===== src/rtl/temp_pkg.sv =====
// Shared parameters and types for the sequential temperature averaging path.
// Imported by the interface, the divider and the scan controller.
package temp_pkg;

  localparam int N_SENSORS = 5;
  localparam int DATA_W    = 8;
  localparam int TEMP_MIN  = 19;
  localparam int TEMP_MAX  = 26;
  localparam int SUM_W     = 16;
  localparam int CNT_W     = 8;
  localparam int IDX_W     = $clog2(N_SENSORS);
  localparam int BUS_W     = N_SENSORS * DATA_W;

  typedef enum logic [1:0] {
    IDLE,
    SCAN,
    DIV,
    FIN
  } state_e;

  function automatic logic [DATA_W-1:0] pick(
    input logic [BUS_W-1:0] d,
    input logic [IDX_W-1:0] i
  );
    return d[DATA_W*i +: DATA_W];
  endfunction

endpackage


===== src/rtl/temperature_scan_ctrl_if.sv =====
// Request/result bundle between a measurement requester and the
// temperature scan controller.
interface temperature_scan_ctrl_if;
  import temp_pkg::*;

  logic                 start_i;
  logic [BUS_W-1:0]     sensors_data_i;
  logic [N_SENSORS-1:0] sensors_en_i;
  logic                 busy_o;
  logic                 done_o;
  logic [7:0]           led_output_o;
  logic                 alert_o;

  modport master (
    output start_i,
    output sensors_data_i,
    output sensors_en_i,
    input  busy_o,
    input  done_o,
    input  led_output_o,
    input  alert_o
  );

  modport slave (
    input  start_i,
    input  sensors_data_i,
    input  sensors_en_i,
    output busy_o,
    output done_o,
    output led_output_o,
    output alert_o
  );

endinterface


===== src/rtl/temperature_scan_ctrl_divider.sv =====
// 16-bit restoring divider, one quotient bit per cycle, MSB first.
// Result is valid once ready_o rises, 16 cycles after load_i.
module seq_divider
  import temp_pkg::*;
(
  input  logic             clk_i,
  input  logic             rst_i,
  input  logic             load_i,
  input  logic [SUM_W-1:0] dividend_i,
  input  logic [SUM_W-1:0] divisor_i,
  output logic [SUM_W-1:0] quotient_o,
  output logic [SUM_W-1:0] remainder_o,
  output logic             ready_o
);

  logic [SUM_W-1:0] quot_q, quot_d;
  logic [SUM_W-1:0] rem_q, rem_d;
  logic [SUM_W-1:0] dvs_q;
  logic [4:0]       cnt_q;

  logic [SUM_W:0] shifted;
  logic [SUM_W:0] trial;

  always_comb begin
    shifted = {rem_q, quot_q[SUM_W-1]};
    trial   = shifted - {1'b0, dvs_q};
    quot_d  = {quot_q[SUM_W-2:0], 1'b0};
    rem_d   = shifted[SUM_W-1:0];
    // No borrow means the divisor fits: keep the difference.
    if (!trial[SUM_W]) begin
      quot_d[0] = 1'b1;
      rem_d     = trial[SUM_W-1:0];
    end
  end

  always_ff @(posedge clk_i) begin
    if (rst_i) begin
      quot_q <= '0;
      rem_q  <= '0;
      dvs_q  <= '0;
      cnt_q  <= '0;
    end else if (load_i) begin
      quot_q <= dividend_i;
      rem_q  <= '0;
      dvs_q  <= divisor_i;
      cnt_q  <= 5'd16;
    end else if (cnt_q != 5'd0) begin
      quot_q <= quot_d;
      rem_q  <= rem_d;
      cnt_q  <= cnt_q - 5'd1;
    end
  end

  assign quotient_o  = quot_q;
  assign remainder_o = rem_q;
  assign ready_o     = (cnt_q == 5'd0);

endmodule


===== src/rtl/temperature_scan_ctrl.sv =====
// Snapshot-and-scan averaging controller: accumulates enabled readings,
// divides on a shared sequential divider, rounds and flags out-of-range.
module temperature_scan_ctrl
  import temp_pkg::*;
(
  input  logic clk_i,
  input  logic rst_i,
  temperature_scan_ctrl_if.slave bus
);

  state_e               state_q;
  logic [BUS_W-1:0]     data_q;
  logic [N_SENSORS-1:0] en_q;
  logic [SUM_W-1:0]     sum_q, sum_d;
  logic [CNT_W-1:0]     cnt_q, cnt_d;
  logic [IDX_W-1:0]     idx_q;
  logic [3:0]           step_q;
  logic                 busy_q;
  logic                 done_q;
  logic [7:0]           led_q;
  logic                 alert_q;

  logic             last_idx;
  logic             div_load;
  logic [SUM_W-1:0] quot;
  logic [SUM_W-1:0] rem;
  logic             div_ready;
  logic [SUM_W:0]   rem2;
  logic             round_up;
  logic [SUM_W-1:0] avg_d;
  logic             alert_d;

  always_comb begin
    sum_d = sum_q;
    cnt_d = cnt_q;
    if (en_q[idx_q]) begin
      sum_d = sum_q + SUM_W'(pick(data_q, idx_q));
      cnt_d = cnt_q + CNT_W'(1);
    end
  end

  assign last_idx = (idx_q == IDX_W'(N_SENSORS - 1));
  // Divider is loaded on the last scan edge so DIV is exactly 16 edges.
  assign div_load = (state_q == SCAN) && last_idx && (cnt_d != '0);

  seq_divider u_div (
    .clk_i       (clk_i),
    .rst_i       (rst_i),
    .load_i      (div_load),
    .dividend_i  (sum_d),
    .divisor_i   (SUM_W'(cnt_d)),
    .quotient_o  (quot),
    .remainder_o (rem),
    .ready_o     (div_ready)
  );

  always_comb begin
    rem2     = {rem, 1'b0};
    round_up = (rem2 >= (SUM_W+1)'(cnt_q));
    avg_d    = quot + SUM_W'(round_up);
    alert_d  = (avg_d < SUM_W'(TEMP_MIN))
             | (avg_d > SUM_W'(TEMP_MAX));
  end

  always_ff @(posedge clk_i) begin
    if (rst_i) begin
      state_q <= IDLE;
      data_q  <= '0;
      en_q    <= '0;
      sum_q   <= '0;
      cnt_q   <= '0;
      idx_q   <= '0;
      step_q  <= '0;
      busy_q  <= 1'b0;
      done_q  <= 1'b0;
      led_q   <= '0;
      alert_q <= 1'b0;
    end else begin
      done_q <= 1'b0;
      unique case (state_q)
        IDLE: begin
          if (bus.start_i) begin
            data_q  <= bus.sensors_data_i;
            en_q    <= bus.sensors_en_i;
            sum_q   <= '0;
            cnt_q   <= '0;
            idx_q   <= '0;
            busy_q  <= 1'b1;
            state_q <= SCAN;
          end
        end
        SCAN: begin
          sum_q <= sum_d;
          cnt_q <= cnt_d;
          idx_q <= idx_q + IDX_W'(1);
          if (last_idx) begin
            idx_q   <= '0;
            step_q  <= '0;
            state_q <= (cnt_d != '0) ? DIV : FIN;
          end
        end
        DIV: begin
          step_q <= step_q + 4'd1;
          if (step_q == 4'd15) begin
            state_q <= FIN;
          end
        end
        FIN: begin
          if (cnt_q == '0 || div_ready) begin
            done_q  <= 1'b1;
            busy_q  <= 1'b0;
            state_q <= IDLE;
            if (cnt_q == '0) begin
              led_q   <= '0;
              alert_q <= 1'b1;
            end else begin
              led_q   <= avg_d[7:0];
              alert_q <= alert_d;
            end
          end
        end
        default: state_q <= IDLE;
      endcase
    end
  end

  assign bus.busy_o       = busy_q;
  assign bus.done_o       = done_q;
  assign bus.led_output_o = led_q;
  assign bus.alert_o      = alert_q;

endmodule


===== src/flat_wrapper.sv =====
// flat-port wrapper written by rule: the top's interface ports become plain ports
module temperature_scan_ctrl_flat import temp_pkg::*;
  (clk_i, rst_i, bus_start_i, bus_sensors_data_i, bus_sensors_en_i, bus_busy_o, bus_done_o, bus_led_output_o, bus_alert_o);
  temperature_scan_ctrl_if bus_i ();
  input  logic clk_i;
  input  logic rst_i;
  input wire logic [$bits(bus_i.start_i)-1:0] bus_start_i;
  input wire logic [$bits(bus_i.sensors_data_i)-1:0] bus_sensors_data_i;
  input wire logic [$bits(bus_i.sensors_en_i)-1:0] bus_sensors_en_i;
  output wire logic [$bits(bus_i.busy_o)-1:0] bus_busy_o;
  output wire logic [$bits(bus_i.done_o)-1:0] bus_done_o;
  output wire logic [$bits(bus_i.led_output_o)-1:0] bus_led_output_o;
  output wire logic [$bits(bus_i.alert_o)-1:0] bus_alert_o;
  assign bus_i.start_i = bus_start_i;
  assign bus_i.sensors_data_i = bus_sensors_data_i;
  assign bus_i.sensors_en_i = bus_sensors_en_i;
  assign bus_busy_o = bus_i.busy_o;
  assign bus_done_o = bus_i.done_o;
  assign bus_led_output_o = bus_i.led_output_o;
  assign bus_alert_o = bus_i.alert_o;
  temperature_scan_ctrl u_core (.clk_i(clk_i), .rst_i(rst_i), .bus(bus_i));
endmodule

===== config.mk =====
export PLATFORM = sky130hd
export DESIGN_NAME = temperature_scan_ctrl_flat
export DESIGN_NICKNAME = d
export VERILOG_FILES = /design/src/rtl/temp_pkg.sv /design/src/rtl/temperature_scan_ctrl_if.sv /design/src/rtl/temperature_scan_ctrl_divider.sv /design/src/rtl/temperature_scan_ctrl.sv /design/src/flat_wrapper.sv
export SDC_FILE = /design/constraint.sdc
export NUM_CORES = 1
export LEC_CHECK = 0
export ABC_AREA = 1
export CAP_MARGIN = 10
export CELL_PAD_IN_SITES_DETAIL_PLACEMENT = 1
export CELL_PAD_IN_SITES_GLOBAL_PLACEMENT = 1
export CORE_MARGIN = 4
export CORE_UTILIZATION = 46
export DETAILED_ROUTE_END_ITERATION = 10
export GPL_TIMING_DRIVEN = 1
export PLACE_DENSITY_LB_ADDON = 0.15
export SETUP_SLACK_MARGIN = 0.1
export SKIP_LAST_GASP = 1
export SLEW_MARGIN = 20
export SYNTH_ARGS = -nofsm -noshare
export SYNTH_HDL_FRONTEND = slang
export SYNTH_SLANG_ARGS = --single-unit

===== constraint.sdc =====
create_clock -name clk_i -period 6.5 [get_ports clk_i]
set_input_delay 1.3 -clock clk_i [delete_from_list [all_inputs] [get_ports clk_i]]
set_output_delay 1.3 -clock clk_i [all_outputs]
set_load 0.05 [all_outputs]

== Yosys cells after proc, flatten, opt, wreduce, memory -nomap -nowiden ==
Index checks and enable logic that the tools add are counted.
Cells by class
  add/sub/neg operators: 7
  order comparisons: 4
  equality and inequality tests: 9
  shift-type cells: 1
  multiplexer cells: 31
  bitwise gates (word level): 2
  reduce and logical (&&, ||, !) cells: 20
Operators by type and width (count)
  16-bit 2-to-1 mux: 5
  40-bit by 7-bit variable part select with 8-bit output: 1
  16-bit case mux with 2 select lines: 1
  8-bit 2-to-1 mux: 3
  17-bit by 8-bit greater-or-equal comparator with 1-bit output: 1
  17-bit by 8-bit subtractor with 17-bit output: 1
  16-bit by 1-bit adder with 16-bit output: 1
  16-bit by 8-bit adder with 16-bit output: 1
  16-bit by 5-bit greater-than comparator with 1-bit output, second input constant: 1
  16-bit by 5-bit less-than comparator with 1-bit output, second input constant: 1
  8-bit case mux with 2 select lines: 1
  5-bit 2-to-1 mux: 2
  8-bit by 1-bit adder with 8-bit output, second input constant: 1
  8-bit logical NOT: 1
  2-bit 2-to-1 mux: 4
  2-bit case mux with 4 select lines: 1
  4-bit case mux with 2 select lines: 1
  2-bit AND reduction: 4
  2-bit nonzero test: 4
  8-bit nonzero test: 1
  1-bit 2-to-1 mux: 7
  3-bit 2-to-1 mux: 2
  2-bit by 1-bit inequality test with 1-bit output, second input constant: 3
  3-bit case mux with 2 select lines: 1
  other kinds (22): 25
Storage, ports and cells
  flip-flop bits (word level): 134
  input bits: 48
  output and inout bits: 11

== Logic depth before layout (Yosys ltp) ==
Gate-level depths: netlist of the first run.
  depth in word-level cells: 7
  mapped depth: 22
  depth with buffers taken out: 22

== By module ==
A second synthesis of the first run with hierarchy kept.
Unflattened totals
  cells, all modules: 1320
  area total of the unflattened synthesis: 8604.5 sq um
By module, submodules not included
  temperature_scan_ctrl: times used 1, cells an instance 798, area an instance 5273.8 sq um, sequential area each 1781.7 sq um
  seq_divider: times used 1, cells an instance 522, area an instance 3330.7 sq um, sequential area each 1061.0 sq um

== Worst setup path before layout of the first run ==
No wires, ideal clock.
  path kind: flip-flop to flip-flop
  start point: reg u_core.cnt_q[2]
  end point: reg u_core.alert_q (netlist: u_core.bus.alert_o)
  setup time: 109 ps
  arrival: 2673 ps
  required time: 6391 ps
  path slack: 3718 ps
  stages on the path, launching flop included: 23
  path buffers: 0
  path through: dfxtp_1 > inv_1 > ha_1 > a21o_1 > a31oi_1 > o21ai_0 > a21boi_0 > o2111ai_1 > ha_1 > ha_1 > inv_1 > nor2_1 > inv_1 > nor2_1 > nand3_1 > nor2_1 > nand3_1 > nand2_1 > nand3_1 > nor2_1 > nand3_1 > nand2_1 > inv_1
Between the ends
  longest elaborated chain between the ends: 5
  elaborated cells on any way between the ends: 9
  those cells by class: 1 x add/sub; 3 x order compare; 1 x mux; 1 x bitwise; 3 x reduce/logical
Ends and longest elaborated chain
  start, declared: RTL line temperature_scan_ctrl.sv:15  | logic [CNT_W-1:0] cnt_q, cnt_d;
  start signal, assigned: RTL line temperature_scan_ctrl.sv:94  | cnt_q <= cnt_d;
  17-bit by 8-bit greater-or-equal comparator with 1-bit output: RTL line temperature_scan_ctrl.sv:59  | round_up = (rem2 >= (SUM_W+1)'(cnt_q));
  16-bit by 1-bit adder with 16-bit output: RTL line temperature_scan_ctrl.sv:60  | avg_d = quot + SUM_W'(round_up);
  16-bit by 5-bit less-than comparator with 1-bit output or 16-bit by 5-bit greater-than comparator with 1-bit output (tied branches): RTL line temperature_scan_ctrl.sv:61, temperature_scan_ctrl.sv:62
  1-bit OR: RTL line temperature_scan_ctrl.sv:62  | | (avg_d > SUM_W'(TEMP_MAX));
  1-bit 2-to-1 mux: RTL line temperature_scan_ctrl.sv:113  | if (cnt_q == '0) begin
  end signal, assigned: RTL line temperature_scan_ctrl.sv:118  | alert_q <= alert_d;
  end, declared: RTL line temperature_scan_ctrl.sv:21  | logic alert_q;
Several ways; a longest one is shown, not always the timed one.
A chain may end at the register's enable or synchronous reset.

== Final worst setup path of the first run ==
Same ends and word-level chain as after synthesis.

==> results of run 1 <==
[cells in the final DEF (no fill, tap or decap), drive strengths merged, types with 37 or more instances in the layout]
cell / n
nand2: 273
o21ai: 106
nor2: 150
dfxtp: 134
ha: 37
a21oi: 105
nand3: 62
inv: 110
clkdlybuf4s50: 57
[per-stage QoR]
stage                     worst slack, ns  power [mW]  utilization, %  hold slack, ns  area [um2]
after floorplan                      3.72        2.32               -           0.424        7710
after global placement               2.71        2.68            50.9           0.434        8400
after detailed placement             2.65        2.75            50.9           0.443        8400
after CTS                            2.91        3.86            54.8           0.452        9050
after global routing                 2.58        4.12            54.8           0.472        9050
final                                2.90        3.83            54.8           0.450        9050
[final cells by class]
class / instances / area share, %
Timing Repair Buffer: 66 / 7.02
Inverter: 112 / 4.64
Clock buffer: 20 / 4.94
Sequential cell: 134 / 29.6
Clock inverter: 12 / 2.21
Tap cell: 220 / 3.04
Multi-Input combinational cell: 837 / 48.5
[per-layer routing]
metal / up-vias / global-route usage, % / part of all wire [%]
met5: - / 0 / 0
met4: 0 / 7.21 / 1.9
met3: 33 / 4.38 / 2.7
met2: 106 / 45.0 / 51
met1: 3614 / 30.4 / 44
li1: 3771 / - / -
[Yosys cell counts (7+ instances only)]
master    instances
dfxtp_1         134
nor3_1            9
nand4_1           9
xor2_1           20
clkbuf_1         39
inv_1           105
nor2_1          147
a21oi_2          10
a21oi_1          95
nand2_1         262
o21ai_0         103
o211ai_1          8
a32o_1            7
nand3_1          58
xnor2_1          12
ha_1             37
[worst paths after layout]
kind	depth (start not counted)	end	slack, ns
hold / removal	2	u_core.data_q[17]	0.45
setup / recovery	22	u_core.bus.alert_o	2.90
hold reg to reg	2	u_core.data_q[17]	0.45
setup reg to reg	22	u_core.bus.alert_o	2.90
[worst max-delay path: cells and delay by family (launching register included)]
kind                       cells  cell delay, ns
AOI/OAI and AO/OA              5            0.74
adders and majority gates      3            0.79
buffers and inverters          4            0.28
DFF                            1            0.42
and+or+nand+nor               10            1.27
[cells by family (layout without fill, tap and decap cells)]
kind of cell / count (synthesis) / count (layout) / synth area share, %
AO/OA/AOI/OAI: 252 / 252 / 18.3
XOR/XNOR: 32 / 32 / 3.63
adder cells (fa/ha/maj): 39 / 39 / 6.52
buffers and inverters: 160 / 210 / 8.32
flip-flops: 134 / 134 / 34.8
AND/OR/NAND/NOR: 514 / 514 / 28.4
[state kept, by name, summed over array words and instances (netlist names), 2 cells and up]
name                      cells
u_core.bus.led_output_o       8
u_core.data_q                40
u_core.u_div.remainder_o     16
u_core.sum_q                 16
u_core.idx_q                  3
u_core.u_div.cnt_q            5
u_core.u_div.dvs_q            8
u_core.en_q                   5
u_core.u_div.quotient_o      16
u_core.state_q                2
u_core.cnt_q                  8
u_core.step_q                 4
[where the power goes]
part	leakage (nW)	switching [mW]	internal (mW)	total [mW]
Sequential	1.10	0.127	0.986	1.11
Combinational	2.49	1.09	0.553	1.65
Clock	0.307	0.384	0.691	1.07
==> metrics, run 1 <==
f_max 278 MHz; diode count 0; area of the core 0.0165 mm2; worst hold path startpoint u_core.data_q[17]; number of global-route vias before repair 7588; Critical Path AT 3.92 ns; Area growth, synth to finish 17.3%; DR iter-0 viols 294; Slew Viols, Final 0; Max Cap Viol 0; slowest cell delay on critical path 0.42 ns; Synth Flop Type dfxtp_1; Ports 59; clock-pin slew on the worst setup and hold paths 0.06 ns; top-area cell type share of the netlist area 34.8%; synth unique cells 49; gpl congestion 0.815; H-tree Lvls 4; Initial Utilization 46.7%; Slowest-stage cell, CP dfxtp_1; Post-Synthesis Cell Area 0.00771 mm2; Slew headroom 35.9%; initial antenna violation count 0; number of port buffers 58; Req. time, crit path 6.82 ns; top post-synthesis cells by area dfxtp_1 35%, nand2_1 13%, nor2_1 7.2%; FILL cells 2156; crit-path cells inv_1 -> ha_1 -> a21o_1 -> a31oi_1 -> o21ai_0 -> a21boi_0 -> o2111ai_1 -> ha_1 -> ha_1 -> inv_1 -> nor2_1 -> inv_1 -> nor2_1 -> nand3_1 -> nor2_1 -> nand3_1 -> nand2_1 -> nand3_1 -> nor2_1 -> nand3_1 -> nand2_1 -> inv_1; Clock Sinks 134; site row count 47; Crit Path Class reg2reg; TritonCTS clock tree yes; crit path capture type flip-flop; die extent in x 138 um; Skew-Pair Late Insertion Delay 0.43 ns; die area 0.0189 mm2; fin nets 1255; asr flop ratio synth 0%; Tcrit/Tclk final 55.3%; Reg area 0.00268 mm2; post-route DRC violation count 0; area leader, netlist dfxtp_1; worst-path maximum fanout 5; All-Layer GR Usage 25.0%; Worst Clk Skew 0.00622 ns; placed wire-length estimate 15900 um; Yosys reg bits 134; Syn Inst Count 1131; final wirelength 22800 um; Hold Buf Count CTS 0; CP Launch Type flip-flop; synth warn 0; Hold/Removal Path Class reg2reg; first-pass GRT wire length 37500 um; setup TNS 0 ns; Post-synth EDFFs 0; Routed Antenna Nets 0; Detailed Routing Iterations Pass 1 4; share of post-route cells with drive strength above 1 6.44%; Setup crit start u_core.cnt_q[2]; WL/cell 16.3 um; fin cells 1401; # resized after CTS 0; R2R Path Start u_core.cnt_q[2]; Pwr Density 424 mW/mm2; area of the multi-input gates 0.00439 mm2; Syn Nets 1218; CTS Root Cell clkbuf_16; Placed Cells 1369; syn_area_per_cell 6.82 um2; Via density 5.37; Slew @ Worst Pin 0.955 ns; sequential area share after synthesis 34.8%; Vias 7524; grt ovf 0; fin crit period 3.60 ns; chip height 138 um; VDD IR max 341 uV; Max clock buf depth 2; RSZ-0062 raised after global routing false; CTS Buf Count 17; post-CTS setup buffers 0; outcome finished clean; Lkg Pwr 3.89 nW; final hold viol count 0; pin count of the biggest net entering global routing 59; setup-violating endpoint count in the final report 0
Note: power is estimated with default switching activity, not from simulation.
==> run 2: changes to the inputs <==
--- a/config.mk
+++ b/config.mk
@@ -10,7 +10,7 @@
 export CELL_PAD_IN_SITES_DETAIL_PLACEMENT = 1
 export CELL_PAD_IN_SITES_GLOBAL_PLACEMENT = 1
 export CORE_MARGIN = 4
-export CORE_UTILIZATION = 46
+export CORE_UTILIZATION = 43
 export DETAILED_ROUTE_END_ITERATION = 10
 export GPL_TIMING_DRIVEN = 1
 export PLACE_DENSITY_LB_ADDON = 0.15
==> constraint.sdc (replaced) <==
create_clock -name clk_i -period 3.38 [get_ports clk_i]
set_input_delay 0.676 -clock clk_i [delete_from_list [all_inputs] [get_ports clk_i]]
set_output_delay 0.676 -clock clk_i [all_outputs]
set_load 0.05 [all_outputs]
==> metrics, run 2 (synthesis results as in run 1) <==
internal power 4.11 mW (+84%); Routed Antenna Nets 0 (unchanged); Crit Path Class reg2reg; Finished Cell Area 0.00910 mm2 (+0.58%); NetSw 3.16 mW (+97%); Area growth, synth to finish 18.0%; final wirelength 23300 um (+2.1%); die extent in x 142 um (+3.2%); Max Cap Viol 0 (unchanged); Slew headroom 31.2% (-4.7 points); outcome finished clean; Detailed Routing Iterations Pass 1 5 (+1); f_max 324 MHz (+17%); Worst Clk Skew 0.0109 ns (+0.00464 ns); Pwr Density 799 mW/mm2 (+89%); number of global-route vias before repair 7798 (+2.8%); crit path capture type flip-flop; DR iter-0 viols 347 (+18%); Comb pwr share 44.0% (+1.1 points); crit-path cells inv_1 -> ha_1 -> a21o_1 -> a31oi_1 -> o21ai_1 -> a21boi_1 -> o2111ai_1 -> ha_2 -> ha_1 -> inv_1 -> nor2_2 -> inv_1 -> nor2_4 -> nand3_2 -> nor2_2 -> o21ai_0 -> nand2_1 -> nand3_1 -> nor2_1 -> nand3_1 -> nand2_1 -> inv_1; H-tree Lvls 4 (unchanged); Lkg Pwr 3.90 nW (+0.34%); post-route DRC violation count 0 (unchanged); Switching Share 43.5% (+1.7 points); WL/cell 16.4 um (+1.1%); fin crit period 3.08 ns (-0.515 ns); placed wire-length estimate 16600 um (+3.9%); Slew Viols, Final 0 (unchanged); pin count of the biggest net entering global routing 57 (-3.4%); Req. time, crit path 3.71 ns (-3.11 ns); first-pass GRT wire length 38500 um (+2.9%); gpl congestion 0.839 (+2.9%); Post-DP Area 0.00846 mm2 (+0.70%); Critical Path AT 3.41 ns (-0.51 ns); Setup crit start u_core.cnt_q[2]; Via density 5.35 (-0.35%); number of port buffers 58 (unchanged); worst hold path startpoint u_core.data_q[17]; VDD IR max 427 uV (+25%); setup-violating endpoint count in the final report 0 (unchanged); final hold viol count 0 (unchanged); setup TNS 0 ns (unchanged); diode count 0 (unchanged); Hold/Removal Path Class reg2reg; CTS Buf Count 17 (unchanged); commonest non-fill, non-tap cell in the layout nand2_1; Max clock buf depth 2 (unchanged); Tcrit/Tclk final 91.2% (+36 points); All-Layer GR Usage 23.7% (-1.3 points); clock-pin slew on the worst setup and hold paths 0.07 ns (about the same); CTS Root Cell clkbuf_16; site row count 48 (+2.1%); chip height 142 um (+3.2%); Clk pwr share 26.3% (-1.7 points); Slew @ Worst Pin 1.03 ns (+0.0704 ns); Clock Sinks 134 (unchanged); die area 0.0201 mm2 (+6.6%); total power 7.27 mW (+90%); Biggest register u_core.data_q; area of the core 0.0174 mm2 (+5.4%); Skew-Pair Late Insertion Delay 0.43 ns (about the same); max reg flops 40 (unchanged); most frequent cells in the layout 262 x nand2_1, 144 x nor2_1, 133 x dfxtp_1, 104 x inv_1, 102 x o21ai_0; Slowest-stage cell, CP dfxtp_2; RSZ-0062 raised after global routing false; initial antenna violation count 0 (unchanged); CP Launch Type flip-flop; Hold Buf Count CTS 0 (unchanged); worst-path maximum fanout 5 (unchanged); grt ovf 0 (unchanged); R2R Path Start u_core.cnt_q[2]; Vias 7567 (+0.57%); Ports 59 (unchanged); Top cell by count, worst path inv_1; share of post-route cells with drive strength above 1 7.99% (+1.6 points); fin nets 1263 (+0.64%); sequential group share of total power 29.6% (+0.6 points); Initial Utilization 44.3% (-2.4 points); slowest cell delay on critical path 0.37 ns (-0.05 ns); TritonCTS clock tree yes
[run 2: cell count changes in the layout (fill, tap and decap cells not counted), moves of 2 or more]
cell | before | now
buf_4 | 8 | 16
inv_6 | 1 | 5
bufinv_16 | 5 | 2
nor2_1 | 147 | 144
clkbuf_1 | 2 | 0
nor2_2 | 2 | 4
[run 2: stage by stage]
| stage | util [%] | instances | hold WS [ns] | setup slack (ns) |
|---|---|---|---|---|
| 4_1_cts | 52.1 | 1414 | 0.459 | 0.101 |
| 3_3_place_gp | 48.6 | 1381 | 0.434 | 0.337 |
| 2_1_floorplan | - | 1131 | 0.424 | 0.598 |
| 3_5_place_dp | 48.6 | 1381 | 0.449 | 0.164 |
| 6_report | 52.3 | 1414 | 0.457 | 0.298 |
| 5_1_grt | 52.3 | 1414 | 0.483 | 0.0705 |
[run 2: path summary, 6_finish.rpt]
check	endpoint	slack, ns	cells after the start
setup / recovery	u_core.bus.alert_o	0.30	22
hold / removal	u_core.data_q[17]	0.46	2
setup reg to reg	u_core.bus.alert_o	0.30	22
hold reg to reg	u_core.data_q[17]	0.46	2
[run 2: repair_timing]
| item | in CTS | in global routing |
|---|---|---|
| endpoints found under the setup margin | 1 | 1 |
| setup buffers | 1 | 0 |
| gates resized for setup | 3 | 9 |
| pin swaps | 2 | 3 |
[run 2: area by class of cell]
class	instances	area, um2
multi-input cells	837	4430
well taps	225	282
flip-flops and latches	134	2680
clock buffers	17	425
repair buffers	74	696
fillers	2306	8310
inverters	112	420
clock inverters	15	168
[run 2: power by group through the flow]
stage | logic (mW) | clock network [mW] | registers (mW)
floorplan | 2.35 | 0 | 2.12
CTS | 3.22 | 1.94 | 2.15
detailed placement | 3.17 | 0 | 2.18
finish | 3.20 | 1.92 | 2.15
global route | 3.65 | 2.01 | 2.20
global placement | 3.07 | 0 | 2.17
[run 2: per-layer routing]
metal / vias to the layer above / part of all wire, % / GRT usage [%]
met5: - / 0 / 0
met4: 0 / 1.2 / 6.01
met3: 24 / 3.2 / 3.90
met2: 117 / 50 / 42.8
met1: 3636 / 45 / 29.5
li1: 3790 / - / -
[run 2: worst max-delay path: cells and delay by family (launching register included)]
family	cells	cell delay (ns)
buffers and inverters	4	0.27
adders and majority gates	3	0.68
and+or+nand+nor	9	0.87
DFF	1	0.37
AOI/OAI and AO/OA	6	0.76
==> run 3: changes to the inputs <==
--- a/config.mk
+++ b/config.mk
@@ -10,7 +10,7 @@
 export CELL_PAD_IN_SITES_DETAIL_PLACEMENT = 1
 export CELL_PAD_IN_SITES_GLOBAL_PLACEMENT = 1
 export CORE_MARGIN = 4
-export CORE_UTILIZATION = 43
+export CORE_UTILIZATION = 38
 export DETAILED_ROUTE_END_ITERATION = 10
 export GPL_TIMING_DRIVEN = 1
 export PLACE_DENSITY_LB_ADDON = 0.15
==> constraint.sdc (replaced) <==
create_clock -name clk_i -period 2.52 [get_ports clk_i]
set_input_delay 0.504 -clock clk_i [delete_from_list [all_inputs] [get_ports clk_i]]
set_output_delay 0.504 -clock clk_i [all_outputs]
set_load 0.05 [all_outputs]
==> metrics, run 3 (synthesis results as in run 1) <==
Initial Utilization 39.1% (-5.2 points); WL/cell 17.4 um (+5.6%); number of global-route vias before repair 8451 (+8.4%); grt ovf 0 (unchanged); Finished Cell Area 0.0109 mm2 (+19%); outcome finished, violations left; Clock Sinks 134 (unchanged); reg2reg setup slack -0.40 ns (-0.70 ns); diode count 0 (unchanged); CTS Root Cell clkbuf_16; Slew headroom 55.1% (+24 points); worst hold path startpoint u_core.en_q[2]; Area growth, synth to finish 40.9%; VDD IR max 448 uV (+4.8%); Skew-Pair Late Insertion Delay 0.44 ns (about the same); fin nets 1375 (+8.9%); gpl congestion 0.879 (+4.8%); Post-DP Area 0.00919 mm2 (+8.6%); worst-path maximum fanout 3 (-2); cell depth of the worst hold path 2 (unchanged); final core utilization 55.1% (+2.8 points); hold_ws 0.454 ns (-0.00237 ns); failing checks negative setup slack; All-Layer GR Usage 23.6% (-0.14 points); die area 0.0226 mm2 (+12%); fin cells 1566 (+11%); CP Launch Type flip-flop; clock-pin slew on the worst setup and hold paths 0.07 ns (about the same); die extent in x 150 um (+6.0%); pin count of the biggest net entering global routing 57 (unchanged); final wirelength 27200 um (+17%); final hold viol count 0 (unchanged); Ports 59 (unchanged); crit path capture type flip-flop; site row count 51 (+6.3%); share of post-route cells with drive strength above 1 25.9% (+18 points); Slew Viols, Final 0 (unchanged); chip height 150 um (+6.0%); setup-violating endpoint count in the final report 26 (+26); Crit Path Class reg2reg; Pwr Density 1040 mW/mm2 (+30%); DR iter-0 viols 272 (-22%); Vias 8156 (+7.8%); total power 11.3 mW (+55%); Via density 5.21 (-2.7%); max reg flops 40 (unchanged); Placed Cells 1500 (+8.6%); TritonCTS clock tree yes; Slew @ Worst Pin 0.673 ns (-0.353 ns); placed wire-length estimate 17600 um (+6.0%); Lkg Pwr 4.65 nW (+19%); Max Cap Viol 0 (unchanged); Routed Antenna Nets 0 (unchanged); Max clock buf depth 2 (unchanged); Hold/Removal Path Class reg2reg; Setup WS post-layout -0.399 ns (-0.697 ns); reg2reg end u_core.bus.alert_o; hold path endpoint u_core.en_q[2]; most frequent cells in the layout 228 x nand2_1, 138 x nor2_1, 129 x dfxtp_1, 105 x buf_4, 90 x inv_1; commonest non-fill, non-tap cell in the layout nand2_1; Biggest register u_core.data_q; area of the core 0.0197 mm2 (+13%); Worst Clk Skew 0.0125 ns (+0.00166 ns); R2R Path Start u_core.cnt_q[2]; first-pass GRT wire length 42500 um (+10%); post-route DRC violation count 0 (unchanged); fin crit period 2.92 ns (-0.163 ns); H-tree Lvls 4 (unchanged); Req. time, crit path 2.86 ns (-0.85 ns); number of port buffers 58 (unchanged); FILL cells 2431 (+5.4%); Reg2Reg Depth 18 (-18%); Detailed Routing Iterations Pass 1 5 (unchanged); Critical Path AT 3.26 ns (-0.15 ns); f_max 343 MHz (+5.6%); CTS Buf Count 17 (unchanged); initial antenna violation count 0 (unchanged); Tcrit/Tclk final 116% (+25 points); RSZ-0062 raised after global routing true
## run 3: critical path, stage by stage, from the launching register on
cell and delay [ns]:
dfxtp_2 0.33, inv_2 0.05, ha_4 0.23, a21o_1 0.15, a31oi_1 0.15, o21ai_1 0.09, a21boi_1 0.21, o2111ai_1 0.16
ha_2 0.25, buf_4 0.15, ha_2 0.18, xor2_2 0.17, a21oi_1 0.09, a21oi_1 0.15, o2111ai_1 0.15, nor2_1 0.13
nand3_1 0.08, nand2_1 0.06, inv_1 0.03
## run 3: worst max path at each step
stage                     from  cells after the start            endpoint
2_1_floorplan  u_core.cnt_q[2]                     22  u_core.bus.alert_o
3_3_place_gp   u_core.cnt_q[2]                     20  u_core.bus.alert_o
3_5_place_dp   u_core.cnt_q[2]                     22  u_core.bus.alert_o
4_1_cts        u_core.cnt_q[2]                     22  u_core.bus.alert_o
5_1_grt        u_core.cnt_q[2]                     18  u_core.bus.alert_o
6_report       u_core.cnt_q[2]                     18  u_core.bus.alert_o
## run 3: what timing repair did
action,4_1_cts,5_1_grt
endpoints found under the setup margin,46,78
hold buffers,0,0
pin swaps,52,61
endpoints found under the hold margin,0,0
cloned,1,2
resized for setup,120,90
setup buffers,17,16
## run 3: layout make-up
| cell class | instances | area (um2) | area share, % |
|---|---|---|---|
| Clock buffer | 17 | 425 | 3.91 |
| Clock inverter | 15 | 155 | 1.43 |
| Inverter | 112 | 433 | 3.98 |
| Multi-Input combinational cell | 839 | 5150 | 47.4 |
| Sequential cell | 134 | 2690 | 24.8 |
| Tap cell | 265 | 332 | 3.05 |
| Timing Repair Buffer | 184 | 1680 | 15.4 |
## run 3: routing by layer
layer	track usage, %	share of wire (%)
met1	29.1	43
met3	4.03	3.4
met5	0	0
met2	41.6	51
met4	7.59	2.8
## run 3: report_power, final
part / switching, mW / leakage, nW / internal [mW]
combinational: 3.55 / 3.26 / 2.35
clock: 1.17 / 0.288 / 1.32
sequential: 0.315 / 1.10 / 2.55
total: 5.03 / 4.65 / 6.22
## run 3: metrics by stage
step                setup TNS, ns  setup slack [ns]
finish                      -3.97            -0.399
floorplan                  -0.113            -0.113
global placement            -1.83            -0.378
global route                -7.91            -0.669
CTS                         -1.64            -0.361
detailed placement          -2.81            -0.502
